$ cat config.mk
export PLATFORM = sky130hd
export DESIGN_NAME = fwd_scoreboard_flat
export DESIGN_NICKNAME = d
export VERILOG_FILES = /design/src/rtl/fwd_scoreboard_if.sv /design/src/rtl/fwd_scoreboard.sv /design/src/flat_wrapper.sv
export SDC_FILE = /design/constraint.sdc
export NUM_CORES = 1
export LEC_CHECK = 0
export ABC_AREA = 1
export BUFFER_PORTS_ARGS = -buffer_cell sky130_fd_sc_hd__buf_4
export CAP_MARGIN = 5
export CORE_MARGIN = 3
export CORE_UTILIZATION = 45
export DETAILED_ROUTE_END_ITERATION = 8
export MAX_ROUTING_LAYER = met4
export PLACE_DENSITY = 0.69
export SYNTH_ARGS = -nofsm -noshare
export SYNTH_HDL_FRONTEND = slang
export SYNTH_SLANG_ARGS = --single-unit
export TNS_END_PERCENT = 100
$ cat constraint.sdc
create_clock -name clk -period 7.35 [get_ports clk]
set_input_delay 0.3675 -clock clk [delete_from_list [all_inputs] [get_ports clk]]
set_output_delay 0.3675 -clock clk [all_outputs]
set_load 0.02 [all_outputs]
$ cat src/rtl/fwd_scoreboard_if.sv
// Decode-stage forwarding bus: operand/stage queries in, bypass selects and hazard state out.
// master = pipeline side driving the queries, slave = the forwarding/hazard unit.
interface fwd_scoreboard_if #(
  parameter int NREAD   = 2,
  parameter int NSTAGES = 3
);
  logic [5*NREAD-1:0]       de_rs;
  logic [NREAD-1:0]         de_rs_used;
  logic [4:0]               de_wb_reg;
  logic                     de_long;
  logic [NSTAGES-1:0]       st_valid;
  logic [5*NSTAGES-1:0]     st_wb_reg;
  logic [NSTAGES-1:0]       st_ready;
  logic                     commit_long;
  logic [4:0]               commit_reg;
  logic                     lc_done;
  logic [4:0]               lc_reg;
  logic [NREAD*NSTAGES-1:0] fwd_sel;
  logic [NREAD-1:0]         fwd_lc;
  logic                     fwd_stall;
  logic                     long_full;
  logic                     sb_err;
  logic [31:0]              stall_cycles;

  modport master (
    output de_rs, de_rs_used, de_wb_reg, de_long,
    output st_valid, st_wb_reg, st_ready,
    output commit_long, commit_reg, lc_done, lc_reg,
    input  fwd_sel, fwd_lc, fwd_stall, long_full, sb_err, stall_cycles
  );

  modport slave (
    input  de_rs, de_rs_used, de_wb_reg, de_long,
    input  st_valid, st_wb_reg, st_ready,
    input  commit_long, commit_reg, lc_done, lc_reg,
    output fwd_sel, fwd_lc, fwd_stall, long_full, sb_err, stall_cycles
  );
endinterface

$ cat src/rtl/fwd_scoreboard.sv
// Forwarding select and decode hazard unit with a 32-entry long-latency scoreboard
// and a stall-cycle counter. Selects and stall are combinational from inputs and state.
module fwd_scoreboard #(
  parameter int NREAD    = 2,
  parameter int NSTAGES  = 3,
  parameter int MAX_LONG = 4
) (
  input  logic            clk,
  input  logic            reset_n,
  fwd_scoreboard_if.slave bus
);
  localparam int CW = $clog2(MAX_LONG + 1);
  localparam logic [CW-1:0] MAX_CNT = CW'(MAX_LONG);

  logic [31:0]              pending_reg;
  logic [31:0]              pending_next;
  logic [CW-1:0]            count_reg;
  logic [CW-1:0]            count_next;
  logic                     sb_err_reg;
  logic [31:0]              stall_cycles_reg;

  logic [NREAD*NSTAGES-1:0] fwd_sel_c;
  logic [NREAD-1:0]         fwd_lc_c;
  logic [NREAD-1:0]         op_stall_c;
  logic                     waw_stall_c;
  logic                     cap_stall_c;
  logic                     fwd_stall_c;
  logic                     long_full_c;
  logic                     set_ok;
  logic                     clr_ok;
  logic                     err_now;

  assign long_full_c = (count_reg == MAX_CNT);

  genvar gi;
  generate
    for (gi = 0; gi < NREAD; gi++) begin : g_op
      logic [4:0]         rs;
      logic [NSTAGES-1:0] sel;
      logic               lc_hit;
      logic               stall_req;
      logic               found;

      assign rs = bus.de_rs[5*gi +: 5];

      // Youngest matching stage wins; the lc bus and scoreboard are only consulted
      // when no in-flight stage writes the register.
      always_comb begin
        sel       = '0;
        lc_hit    = 1'b0;
        stall_req = 1'b0;
        found     = 1'b0;
        if (bus.de_rs_used[gi] && rs != 5'd0) begin
          for (int s = 0; s < NSTAGES; s++) begin
            if (!found && bus.st_valid[s] && bus.st_wb_reg[5*s +: 5] == rs) begin
              found  = 1'b1;
              sel[s] = 1'b1;
              if (!bus.st_ready[s]) stall_req = 1'b1;
            end
          end
          if (!found) begin
            if (bus.lc_done && bus.lc_reg == rs) lc_hit = 1'b1;
            else if (pending_reg[rs])            stall_req = 1'b1;
          end
        end
      end

      assign fwd_sel_c[gi*NSTAGES +: NSTAGES] = sel;
      assign fwd_lc_c[gi]                     = lc_hit;
      assign op_stall_c[gi]                   = stall_req;
    end
  endgenerate

  // A same-cycle completion resolves WAW but deliberately does not free capacity.
  assign waw_stall_c = (bus.de_wb_reg != 5'd0) && pending_reg[bus.de_wb_reg]
                     && !(bus.lc_done && bus.lc_reg == bus.de_wb_reg);
  assign cap_stall_c = bus.de_long && long_full_c;
  assign fwd_stall_c = (|op_stall_c) || waw_stall_c || cap_stall_c;

  assign set_ok  = bus.commit_long && bus.commit_reg != 5'd0 && !long_full_c;
  assign clr_ok  = bus.lc_done && pending_reg[bus.lc_reg];
  assign err_now = (bus.lc_done && !pending_reg[bus.lc_reg])
                 || (bus.commit_long && long_full_c);

  // Clear before set so a same-register commit keeps the bit pending.
  always_comb begin
    pending_next = pending_reg;
    if (clr_ok) pending_next[bus.lc_reg]     = 1'b0;
    if (set_ok) pending_next[bus.commit_reg] = 1'b1;
  end

  always_comb begin
    count_next = count_reg;
    case ({set_ok, clr_ok})
      2'b10:   count_next = count_reg + CW'(1);
      2'b01:   count_next = count_reg - CW'(1);
      default: count_next = count_reg;
    endcase
  end

  always_ff @(posedge clk) begin
    if (!reset_n) begin
      pending_reg      <= '0;
      count_reg        <= '0;
      sb_err_reg       <= 1'b0;
      stall_cycles_reg <= '0;
    end else begin
      pending_reg      <= pending_next;
      count_reg        <= count_next;
      sb_err_reg       <= sb_err_reg | err_now;
      stall_cycles_reg <= stall_cycles_reg + 32'(fwd_stall_c);
    end
  end

  assign bus.fwd_sel      = fwd_sel_c;
  assign bus.fwd_lc       = fwd_lc_c;
  assign bus.fwd_stall    = fwd_stall_c;
  assign bus.long_full    = long_full_c;
  assign bus.sb_err       = sb_err_reg;
  assign bus.stall_cycles = stall_cycles_reg;
endmodule

$ cat src/flat_wrapper.sv
// flat-port wrapper written by rule: the top's interface ports become plain ports
module fwd_scoreboard_flat 
#(
  parameter int NREAD    = 2,
  parameter int NSTAGES  = 3,
  parameter int MAX_LONG = 4
)
  (clk, reset_n, bus_de_rs, bus_de_rs_used, bus_de_wb_reg, bus_de_long, bus_st_valid, bus_st_wb_reg, bus_st_ready, bus_commit_long, bus_commit_reg, bus_lc_done, bus_lc_reg, bus_fwd_sel, bus_fwd_lc, bus_fwd_stall, bus_long_full, bus_sb_err, bus_stall_cycles);
  fwd_scoreboard_if #(.NREAD(NREAD), .NSTAGES(NSTAGES)) bus_i ();
  input  logic clk;
  input  logic reset_n;
  input wire logic [$bits(bus_i.de_rs)-1:0] bus_de_rs;
  input wire logic [$bits(bus_i.de_rs_used)-1:0] bus_de_rs_used;
  input wire logic [$bits(bus_i.de_wb_reg)-1:0] bus_de_wb_reg;
  input wire logic [$bits(bus_i.de_long)-1:0] bus_de_long;
  input wire logic [$bits(bus_i.st_valid)-1:0] bus_st_valid;
  input wire logic [$bits(bus_i.st_wb_reg)-1:0] bus_st_wb_reg;
  input wire logic [$bits(bus_i.st_ready)-1:0] bus_st_ready;
  input wire logic [$bits(bus_i.commit_long)-1:0] bus_commit_long;
  input wire logic [$bits(bus_i.commit_reg)-1:0] bus_commit_reg;
  input wire logic [$bits(bus_i.lc_done)-1:0] bus_lc_done;
  input wire logic [$bits(bus_i.lc_reg)-1:0] bus_lc_reg;
  output wire logic [$bits(bus_i.fwd_sel)-1:0] bus_fwd_sel;
  output wire logic [$bits(bus_i.fwd_lc)-1:0] bus_fwd_lc;
  output wire logic [$bits(bus_i.fwd_stall)-1:0] bus_fwd_stall;
  output wire logic [$bits(bus_i.long_full)-1:0] bus_long_full;
  output wire logic [$bits(bus_i.sb_err)-1:0] bus_sb_err;
  output wire logic [$bits(bus_i.stall_cycles)-1:0] bus_stall_cycles;
  assign bus_i.de_rs = bus_de_rs;
  assign bus_i.de_rs_used = bus_de_rs_used;
  assign bus_i.de_wb_reg = bus_de_wb_reg;
  assign bus_i.de_long = bus_de_long;
  assign bus_i.st_valid = bus_st_valid;
  assign bus_i.st_wb_reg = bus_st_wb_reg;
  assign bus_i.st_ready = bus_st_ready;
  assign bus_i.commit_long = bus_commit_long;
  assign bus_i.commit_reg = bus_commit_reg;
  assign bus_i.lc_done = bus_lc_done;
  assign bus_i.lc_reg = bus_lc_reg;
  assign bus_fwd_sel = bus_i.fwd_sel;
  assign bus_fwd_lc = bus_i.fwd_lc;
  assign bus_fwd_stall = bus_i.fwd_stall;
  assign bus_long_full = bus_i.long_full;
  assign bus_sb_err = bus_i.sb_err;
  assign bus_stall_cycles = bus_i.stall_cycles;
  fwd_scoreboard #(.NREAD(NREAD), .NSTAGES(NSTAGES), .MAX_LONG(MAX_LONG)) u_core (.clk(clk), .reset_n(reset_n), .bus(bus_i));
endmodule
* After elaboration in Yosys (flattened, before gate mapping)
Cells that the tools add are included.
Word-level totals: bits in registers 68, bits of input ports 53, output and inout port bits 43, logic and storage cells 129
Cells by class: $add $sub $neg 3, magnitude comparators 7, equal/unequal tests 12, mux-type cells 58, bitwise logic cells 4, reduce and logical (&&, ||, !) cells 41
Operators by type and width (count):
- $mux 32 | 2
- $mux 1 | 47
- $eq 5x5->1 | 9
- $add 32x1->32 | 1
- $and 32x32->32 | 1
- $not 32->32 | 1
- $or 32x32->32 | 1
- $lt 5x6->1 const B | 5
- $logic_and 1x1->1 | 25
- $bmux 1 s5 | 4
- $reduce_bool 5->1 | 4
- $demux 1 s5 | 2
- $ge 5x1->1 const B | 2
- $logic_not 1->1 | 7
- $mux 3 | 2
- $pmux 3 s2 | 1
- $add 3x1->3 const B | 1
- $eq 3x3->1 const B | 1
- $logic_or 1x1->1 | 3
- $sub 3x1->3 const B | 1
- $eq 2x1->1 const B | 1
- $eq 2x2->1 const B | 1
- $reduce_bool 2->1 | 1
- $reduce_or 2->1 | 1
- $or 1x1->1 | 1

* Logic depth before layout (Yosys ltp)
Gate-level depths: netlist of run 1.
word-level depth 21, mapped depth 26, depth with buffers taken out 25

* Least setup slack after synthesis of run 1
No wires, ideal clock.
path kind input port to flip-flop, start point in bus_de_rs[0], end point reg u_core.stall_cycles_reg[24], in the netlist u_core.bus.stall_cycles[24], arrival time 3145 ps, data required time 7232 ps, setup slack 4087 ps, cell stages on the path 25, buffers on the path 2, path through clkbuf_1 -> inv_1 -> clkbuf_1 -> nand2_1 -> nand3_1 -> nand3_1 -> nand3_1 -> nand3_1 -> nand3_1 -> nand2_1 -> nand2_1 -> nand3_1 -> ha_1 -> ha_1 -> nand3_1 -> nor2_1 -> nand2_1 -> nor2_1 -> inv_1 -> nor2_1 -> nand2_1 -> nor2_2 -> nand2_1 -> nor2_1 -> nor3b_2
On the way: word-level cells in the longest chain between the ends 21
RTL lines:
- from (decl) | RTL line flat_wrapper.sv:12 | input wire logic [$bits(bus_i.de_rs)-1:0] bus_de_rs;
- $eq 5x5->1 | RTL line fwd_scoreboard.sv:55 | if (!found && bus.st_valid[s] && bus.st_wb_reg[5*s +: 5] == rs) begin
- $logic_and 1x1->1 | RTL line fwd_scoreboard.sv:55
- $mux 1 | RTL line fwd_scoreboard.sv:55
- $mux 1 | RTL line fwd_scoreboard.sv:53 | if (bus.de_rs_used[gi] && rs != 5'd0) begin
- $logic_not 1->1 | RTL line fwd_scoreboard.sv:55
- $logic_and 1x1->1 (2 in a row) | RTL line fwd_scoreboard.sv:55
- $mux 1 | RTL line fwd_scoreboard.sv:55
- $mux 1 | RTL line fwd_scoreboard.sv:53
- [4 not listed]
- $mux 1 | RTL line fwd_scoreboard.sv:63 | else if (pending_reg[rs]) stall_req = 1'b1;
- $mux 1 | RTL line fwd_scoreboard.sv:62 | if (bus.lc_done && bus.lc_reg == rs) lc_hit = 1'b1;
- $mux 1 | RTL line fwd_scoreboard.sv:61 | if (!found) begin
- $mux 1 (*) | RTL line fwd_scoreboard.sv:53
- $reduce_or 2->1 (*) | RTL line fwd_scoreboard.sv:78 | assign fwd_stall_c = (|op_stall_c) || waw_stall_c || cap_stall_c;
- $logic_or 1x1->1 (*) (2 in a row) | RTL line fwd_scoreboard.sv:78
- via bus_fwd_stall | RTL line flat_wrapper.sv:25 | output wire logic [$bits(bus_i.fwd_stall)-1:0] bus_fwd_stall;
- $add 32x1->32 (*) | RTL line fwd_scoreboard.sv:111 | stall_cycles_reg <= stall_cycles_reg + 32'(fwd_stall_c);
- to (signal assigned) | RTL line fwd_scoreboard.sv:111
- to (decl) | RTL line fwd_scoreboard.sv:20 | logic [31:0] stall_cycles_reg;
The timed path passes the listed nets; every way through them passes the cells marked *. The select of a mux whose other input is x is not followed. A chain may end at the register's enable or synchronous reset.

* Final worst setup path of run 1
start point in bus_de_rs[0], end point reg u_core.stall_cycles_reg[24], in the netlist u_core.bus.stall_cycles[24]
On the way: word-level cells in the longest chain between the ends 21
RTL lines (RTL line):
- $eq 5x5->1 | fwd_scoreboard.sv:55
- $logic_and 1x1->1 | fwd_scoreboard.sv:55
- $mux 1 | fwd_scoreboard.sv:55
- $mux 1 | fwd_scoreboard.sv:53
- $logic_not 1->1 | fwd_scoreboard.sv:55
- $logic_and 1x1->1 (2 in a row) | fwd_scoreboard.sv:55
- $mux 1 | fwd_scoreboard.sv:55
- $mux 1 | fwd_scoreboard.sv:53
- [3 not listed]
- $mux 1 | fwd_scoreboard.sv:55
- $mux 1 | fwd_scoreboard.sv:63
- $mux 1 | fwd_scoreboard.sv:62
- $mux 1 | fwd_scoreboard.sv:61
- $mux 1 (*) | fwd_scoreboard.sv:53
- $reduce_or 2->1 (*) | fwd_scoreboard.sv:78
- $logic_or 1x1->1 (*) (2 in a row) | fwd_scoreboard.sv:78
- $add 32x1->32 (*) | fwd_scoreboard.sv:111
Every way passes the cells marked *; elsewhere a longest branch is shown, timed or not. The select of a mux whose other input is x is not followed.

==> flow_metrics.tcl, run 1 <==
set metrics [dict create \
    grt_max_degree 46 \
    met2_wirelength_mm 8.47 \
    tritoncts "yes" \
    numCtsBuffers 9 \
    drc 0 \
    endpoint_kind "register" \
    clkTransAtPathRegs_ps 60 \
    io_pins 96 \
    synth_flop_cell "dfxtp_1" \
    async_reset_ff_share_pct 0 \
    final_common_cell "nand2_1" \
    core_mm2 0.0121 \
    maxUsedRoutingLayer "met4" \
    routed-via-count 6741 \
    ctsResizeCount 0 \
    dieArea_mm2 0.0138 \
    fin_crit_sh_pct 46.1 \
    synth_area_leaders "dfxtp_1 (24%), nand2_1 (22%), nand3_1 (13%)" \
    dp_cells 1248 \
    yosysSeqAreaShare_pct 24.3 \
    hpwl_mm 14.3 \
    stdcell_count 1264 \
    syn_area_mm2 0.00559 \
    initial_core_util_pct 46.4 \
    grt_pass1_wl_mm 31.1 \
    tns_ps 0 \
    totalWireLength_mm 19.0 \
    total_power_uw 1040 \
    grt_antenna_before_repair 0 \
    netlist-cell-type-count 38 \
    clock_skew_ps 5.15 \
    synth_seq_cells 68 \
    rrSetupSlack_ps 4060 \
    min_delay_path_depth 3 \
    grt_usage_pct 27.9 \
    area_growth_pct 18.7 \
    report.final.slew_viol_count 0 \
    diodes 0 \
    max-vdd-ir-drop_v 0.000116 \
    die_h_um 117 \
    routedWlPerCell_um 15.0 \
    setup_viol 0 \
    drtAntennaViolNets 0 \
    synth_top_area_share_pct 24.3 \
    cp_max_fo 26 \
    rsz0062_at_grt "false" \
    p_per_area_mw_per_mm2 156 \
    syn_inst 1027 \
    synth_edf_count 0 \
    syn_nets 1084 \
    drt_pass1_iterations 6 \
    wl_met3_mm 1.42 \
    worstSetupStartpointType "input pin" \
    tightest_slew_ps 828 \
    drive_above_1_share_pct 11.6 \
    layout_common_cells "nand2_1 (332), nand3_1 (145), inv_1 (128)" \
    post_cts_buffers 0 \
    critPathArrivalTime_ps 3580 \
    ys_warn_count 0 \
    cts_hold_buf 0 \
    relSlewSlack_pct 44.7 \
    cts_root_buffer "clkbuf_16" \
    port_buffers 95 \
    via_per_inst 5.33 \
    fin_nets 1148 \
    fp.dieW_um 117 \
    clock_latency_ps 330 \
    fmax_mhz 295 \
    status "complete, no violations" \
    fin_ws_ps 3960 \
    cts_sinks 68 \
    gp_congestion 0.956 \
    fin_crit_ps 3390 \
    first_iter_violations 732 \
    finalHoldViolations 0 \
    r2r_cells 25 \
    met1Wirelength_mm 8.54 \
    syn_area_per_cell_um2 5.44 \
    fp-row-count 40 \
    grt_pass1_vias 6138 \
    hp-class "input pin to register" \
    fin_util_pct 55.0 \
    drv_cap 0 \
    clk_path_buf_depth 2 \
    critPathRequiredTime_ps 7540 \
    synth_top_area_cell "dfxtp_1" \
    htreeDepth 3 \
    overflow 0 \
    leakage_uw 0.00300 \
    dp_slack_ps 3650 \
    path_class "input pin to register" \
]
==> layout make-up <==
type	instances	area (um^2)
clock buffers	12	246
clock inverters	4	72.6
fillers	1310	5430
inverters	136	510
multi-input cells	781	3520
flip-flops and latches	68	1360
well taps	168	210
repair buffers	95	713
==> critical path, stage by stage <==
cell and delay, ps:
buf_4 240, inv_1 280, nand2_1 120, nand2_1 60, nor2_1 130, nand3b_1 170
inv_1 110, nand3_1 70, nand2_1 70, nor2_1 40, nand2_1 60, nand2_1 40
nand3_1 100, ha_1 180, ha_1 190, nand3_1 120, nor2_1 150, nand2_1 90
nor2_1 170, inv_1 60, nor2_1 190, nand2_1 150, nor2_2 150, nand2_1 80
nor2_1 120, nor3b_2 50
==> synth_stat cells, types with 3 or more instances <==
master and n:
nand3_1 145, nor4_1 3, nand2_1 332, a31oi_1 3
inv_2 6, dfxtp_1 68, ha_1 3, nor3_1 35
nand4_1 19, buf_4 4, o211ai_1 10, buf_2 8
xnor2_1 6, nand3b_1 3, o21ai_0 18, a21oi_1 55
o21ai_1 4, nor2_1 120, clkbuf_1 27, inv_1 128
nor2_2 7
==> logic make-up after synthesis <==
logic type | synth area share [%]
and+or+nand+nor | 51.2
buffers and inverters | 12.7
AOI/OAI and AO/OA | 9.49
DFF | 24.3
xor gates and xnor gates | 1.25
adders and majority gates | 1.03
==> power by group <==
group          leakage [uW]  switching [uW]  internal [uW]
Combinational       0.00230             126           65.9
Sequential         0.000549            6.18            376
Clock              0.000153             157            306
Total               0.00300             289            747
==> per-stage QoR <==
step                area, um^2  hold slack, ps
floorplan                 5590             439
detailed placement        6320             460
finish                    6640             324
global route              6640             328
CTS                       6640             318
global placement          6320             452
==> layer usage <==
layer / GRT usage, % / up-vias
met1: 37.6 / 3003
met3: 4.18 / 43
met2: 42.2 / 291
li1: - / 3404
met4: 11.1 / 0
met5: - / -
==> final timing paths <==
| kind | endpoint | from |
|---|---|---|
| worst min register to register | u_core.pending_reg[5]$_SDFF_PN0_ | u_core.pending_reg[5]$_SDFF_PN0_ |
| worst max-delay path | u_core.bus.stall_cycles[24]$_SDFF_PN0_ | bus_de_rs[0] |
| worst max register to register | u_core.bus.stall_cycles[24]$_SDFF_PN0_ | u_core.pending_reg[22]$_SDFF_PN0_ |
| worst min-delay path | u_core.bus.sb_err$_SDFF_PN0_ | bus_commit_long |
(Power assumes the default switching activity.)
==> run 2, diff against run 1 <==
clock period = 3.2 ns   (was 7.35 ns; I/O delays follow)
==> flow_metrics.tcl, run 2 (same netlist as run 1, synthesis figures left out) <==
set metrics [dict create \
    cts_root_buffer "clkbuf_16" \
    drc 0 \
    finalHoldViolations 0 \
    drv_cap 0 \
    path_delay_family "simple AND/OR/NAND/NOR gates" \
    cts_sinks 68 \
    p_per_area_mw_per_mm2 349 \
    placed_cell_area_mm2 0.00662 \
    htreeDepth 3 \
    area_growth_pct 25.2 \
    met2_wirelength_mm 8.91 \
    hpwl_mm 15.3 \
    grt_antenna_before_repair 0 \
    wl_met3_mm 1.81 \
    total_power_uw 2440 \
    status "complete, no violations" \
    drive_above_1_share_pct 16.7 \
    crit_buf_inv 3 \
    grt_pass1_vias 6453 \
    initial_core_util_pct 46.4 \
    fin_nets 1187 \
    tritoncts "yes" \
    diodes 0 \
    crit_chain "inv_1 -> nand2_1 -> nand3_1 -> nand3_1 -> nand3_1 -> nand3_1 -> nand3_1 -> nand2_1 -> inv_1 -> nand3_1 -> ha_2 -> ha_1 -> nand3_1 -> nor2_2 -> nand2_1 -> nor2_2 -> inv_1 -> nor2_2 -> nand2_2 -> nor2_2 -> nand2_1 -> nor2_1 -> nor3b_2" \
    relSlewSlack_pct 46.1 \
    met1Wirelength_mm 8.61 \
    slowest_stage "dfxtp_1" \
    final_common_cell "nand2_1" \
    fin_area_mm2 0.00700 \
    totalWireLength_mm 19.8 \
    fp.dieW_um 117 \
    path_class "register to register" \
    critPathArrivalTime_ps 3100 \
    via_per_inst 5.31 \
    port_buffers 95 \
    leakage_uw 0.00322 \
    dp_cells 1287 \
    report.final.slew_viol_count 0 \
    drt_pass1_iterations 7 \
    core_mm2 0.0121 \
    setup_viol 0 \
    drtAntennaViolNets 0 \
    cts_hold_buf 0 \
    clkTransAtPathRegs_ps 50 \
    routedWlPerCell_um 15.2 \
    n_fill_cell 1259 \
    grt_max_degree 46 \
    grt_usage_pct 29.2 \
    stdcell_count 1303 \
    numCtsBuffers 9 \
    fmax_mhz 344 \
    worstSetupStartpointType "register" \
    fin_util_pct 58.0 \
    fin_ws_ps 292 \
    clock_skew_ps 6.14 \
    overflow 0 \
    hp-class "input pin to register" \
    layout_common_cells "nand2_1 (330), nand3_1 (145), buf_4 (133)" \
    dp_slack_ps 102 \
    routed-via-count 6916 \
    post_cts_buffers 0 \
    clock_latency_ps 330 \
    critPathRequiredTime_ps 3390 \
    first_iter_violations 899 \
    max-vdd-ir-drop_v 0.000284 \
    fin_crit_sh_pct 90.9 \
    grt_pass1_wl_mm 32.5 \
    gp_congestion 1.03 \
    endpoint_kind "register" \
    cp_max_fo 4 \
    io_pins 96 \
    cp_slowest_stage_delay_ps 400 \
    die_h_um 117 \
    dieArea_mm2 0.0138 \
    fp-row-count 40 \
    crit_top_cell "nand3_1" \
    tightest_slew_ps 807 \
    maxUsedRoutingLayer "met4" \
    fin_crit_ps 2910 \
    clk_path_buf_depth 2 \
]
run 2: final cells by class:
| class | instances | area (um^2) | share of cell area (%) |
|---|---|---|---|
| Tap cell | 168 | 210 | 3.00 |
| Clock inverter | 3 | 68.8 | 0.983 |
| Sequential cell | 68 | 1380 | 19.7 |
| Multi-Input combinational cell | 781 | 3550 | 50.7 |
| Clock buffer | 13 | 260 | 3.72 |
| Inverter | 136 | 510 | 7.29 |
| Timing Repair Buffer | 134 | 1020 | 14.6 |
run 2: per-layer routing:
layer | vias up | GRT usage (%)
met5 | - | -
met4 | 0 | 10.5
met3 | 46 | 4.28
met2 | 319 | 46.0
met1 | 3065 | 38.5
li1 | 3486 | -
run 2: per-stage QoR:
step                setup TNS [ps]  hold WS [ps]
floorplan                        0           298
global placement                 0           449
detailed placement               0           465
CTS                              0           108
global route                 -5.46           136
finish                           0           110
run 2: where the power goes:
group,switching (uW),total [uW],internal [uW]
registers,14.8,878,863
clock network,361,1090,726
logic,301,478,177
total,677,2440,1770
run 2: timing repair:
| item | in CTS | in global routing |
|---|---|---|
| endpoints found under the hold margin | 0 | 0 |
| gates resized for setup | 0 | 25 |
| endpoints found under the setup margin | 0 | 12 |
run 2: path summary, 6_finish.rpt:
| check | slack [ps] | cells after the start | end | from |
|---|---|---|---|---|
| hold reg to reg | 470 | 2 | u_core.bus.stall_cycles[31]$_SDFF_PN0_ | u_core.bus.stall_cycles[31]$_SDFF_PN0_ |
| setup / recovery | 290 | 23 | u_core.bus.stall_cycles[24]$_SDFF_PN0_ | u_core.pending_reg[12]$_SDFF_PN0_ |
| hold / removal | 110 | 3 | u_core.bus.sb_err$_SDFF_PN0_ | bus_commit_long |
| setup reg to reg | 290 | 23 | u_core.bus.stall_cycles[24]$_SDFF_PN0_ | u_core.pending_reg[12]$_SDFF_PN0_ |
run 2: tightest hold or removal path: cells and delay by family:
kind | cells | cell delay [ps]
buffers and inverters | 1 | 110
AOI/OAI and AO/OA | 1 | 70
and+or+nand+nor | 1 | 50
==> run 3, diff against run 2 <==
CELL_PAD_IN_SITES_DETAIL_PLACEMENT = 1   (was default)
CELL_PAD_IN_SITES_GLOBAL_PLACEMENT = 2   (was default)
CORE_UTILIZATION = 29   (was 45)
PLACE_DENSITY = 0.85   (was 0.69)
==> flow_metrics.tcl, run 3 (same netlist as run 1, synthesis figures left out) <==
set metrics [dict create \
    clkPwrFrac_pct 40.1 \
    fin_crit_ps 2930 \
    fmax_mhz 342 \
    dp_cells 1393 \
    via_per_inst 5.04 \
    setup_viol 0 \
    grt_pass1_wl_mm 37.0 \
    power_switching_uw 718 \
    htreeDepth 3 \
    routed-via-count 7111 \
    numCtsBuffers 9 \
    layout_common_cells "nand2_1 (328), buf_4 (148), nand3_1 (143)" \
    seqPwrFrac_pct 38.0 \
    die_h_um 145 \
    p_per_area_mw_per_mm2 321 \
    tightest_slew_ps 843 \
    cp_max_fo 4 \
    endpoint_kind "register" \
    drive_above_1_share_pct 18.3 \
    grt_pass1_vias 7079 \
    drtAntennaViolNets 0 \
    diodes 0 \
    port_buffers 95 \
    met2_wirelength_mm 11.3 \
    max-vdd-ir-drop_v 0.000257 \
    routedWlPerCell_um 16.9 \
    wl_met3_mm 1.03 \
    cts_sinks 68 \
    totalWireLength_mm 23.8 \
    worstSetupStartpointType "register" \
    cts_root_buffer "clkbuf_16" \
    stdcell_count 1410 \
    path_class "register to register" \
    fin_nets 1202 \
    relSlewSlack_pct 43.7 \
    p_int_uw 1590 \
    tritoncts "yes" \
    critPathArrivalTime_ps 3110 \
    grt_antenna_before_repair 0 \
    status "complete, no violations" \
    final_common_cell "nand2_1" \
    fp.dieW_um 145 \
    p_comb_share_pct 21.9 \
    clock_latency_ps 330 \
    whs_ps 118 \
    core_mm2 0.0188 \
    p_sw_share_pct 31.1 \
    placed_cell_area_mm2 0.00684 \
    hp-class "input pin to register" \
    clk_path_buf_depth 2 \
    fin_crit_sh_pct 91.5 \
    critPathRequiredTime_ps 3390 \
    fin_area_mm2 0.00720 \
    clkTransAtPathRegs_ps 60 \
    overflow 0 \
    gp_congestion 0.919 \
    grt_usage_pct 22.9 \
    drv_cap 0 \
    area_growth_pct 28.8 \
    drt_pass1_iterations 5 \
    cts_hold_buf 0 \
    clock_skew_ps 9.85 \
    leakage_uw 0.00327 \
    report.final.slew_viol_count 0 \
    fp-row-count 50 \
    hpwl_mm 18.9 \
    maxUsedRoutingLayer "met4" \
    finalHoldViolations 0 \
    io_pins 96 \
    grt_max_degree 46 \
    rrSetupSlack_ps 270 \
    dieArea_mm2 0.0210 \
    initial_core_util_pct 29.7 \
    drc 0 \
    met1Wirelength_mm 11.0 \
    first_iter_violations 472 \
]
==> run 3: cell types whose count changed in the layout (fill, tap and decap cells not counted), moves of 3 or more <==
cell / before / now
dfxtp_2: 16 / 11
dfxtp_1: 52 / 57
clkinv_2: 0 / 3
inv_2: 6 / 9
buf_4: 133 / 148
inv_1: 128 / 125
==> run 3: timing repair <==
item                       4_1_cts  5_1_grt
gates resized for setup          0       31
setup endpoints to repair        0       16
buffers inserted                 0        1
==> run 3: cell type report <==
type,instances,area [um^2]
repair buffers,149,1130
well taps,260,325
flip-flops and latches,68,1380
multi-input cells,781,3580
clock buffers,10,239
inverters,136,510
clock inverters,6,40.0
fillers,2611,11600
==> run 3: worst max-delay path, stage by stage (launching register included) <==
cell and delay (ps):
dfxtp_1 390, inv_1 120, nand2_1 80, nand3_1 70, nand3_1 100, nand3_1 90, nand3_1 90, nand3_2 110
nand2_1 100, inv_1 40, nand3_1 100, ha_2 200, ha_2 190, nand3_2 120, nor2_4 150, nand2_2 80
nor2_4 140, inv_1 60, nor2_2 120, nand2_2 90, nor2_2 110, nand2_1 90, nor2_2 110, nor3b_2 50
==> run 3: through the flow <==
step	setup slack, ps	util [%]	power, uW	TNS, ps
finish	273	38.2	2310	0
global route	-38.1	38.2	2430	-44.0
CTS	70.4	37.8	2330	0
detailed placement	-47.6	36.3	1400	-53.2
global placement	62.5	36.3	1390	0
floorplan	144	-	1170	0
==> run 3: worst paths after layout <==
path / start / end / cells after the start
worst max-delay path: u_core.pending_reg[13]$_SDFF_PN0_ / u_core.bus.stall_cycles[24]$_SDFF_PN0_ / 23
worst max register to register: u_core.pending_reg[13]$_SDFF_PN0_ / u_core.bus.stall_cycles[24]$_SDFF_PN0_ / 23
worst min register to register: u_core.bus.sb_err$_SDFF_PN0_ / u_core.bus.sb_err$_SDFF_PN0_ / 2
worst min-delay path: bus_commit_long / u_core.bus.sb_err$_SDFF_PN0_ / 3
==> run 3: power groups by stage <==
stage          registers (uW)  clock network (uW)  logic (uW)
2_1_floorplan             900                   0         273
3_3_place_gp              896                   0         497
3_5_place_dp              896                   0         501
4_1_cts                   878                 944         504
5_1_grt                   880                 990         561
6_report                  879                 926         506
==> run 3: per-layer routing <==
layer	GRT usage [%]	vias to the layer above
met5	-	-
met4	5.99	0
met3	2.14	30
met2	37.4	178
met1	30.4	3383
li1	-	3520
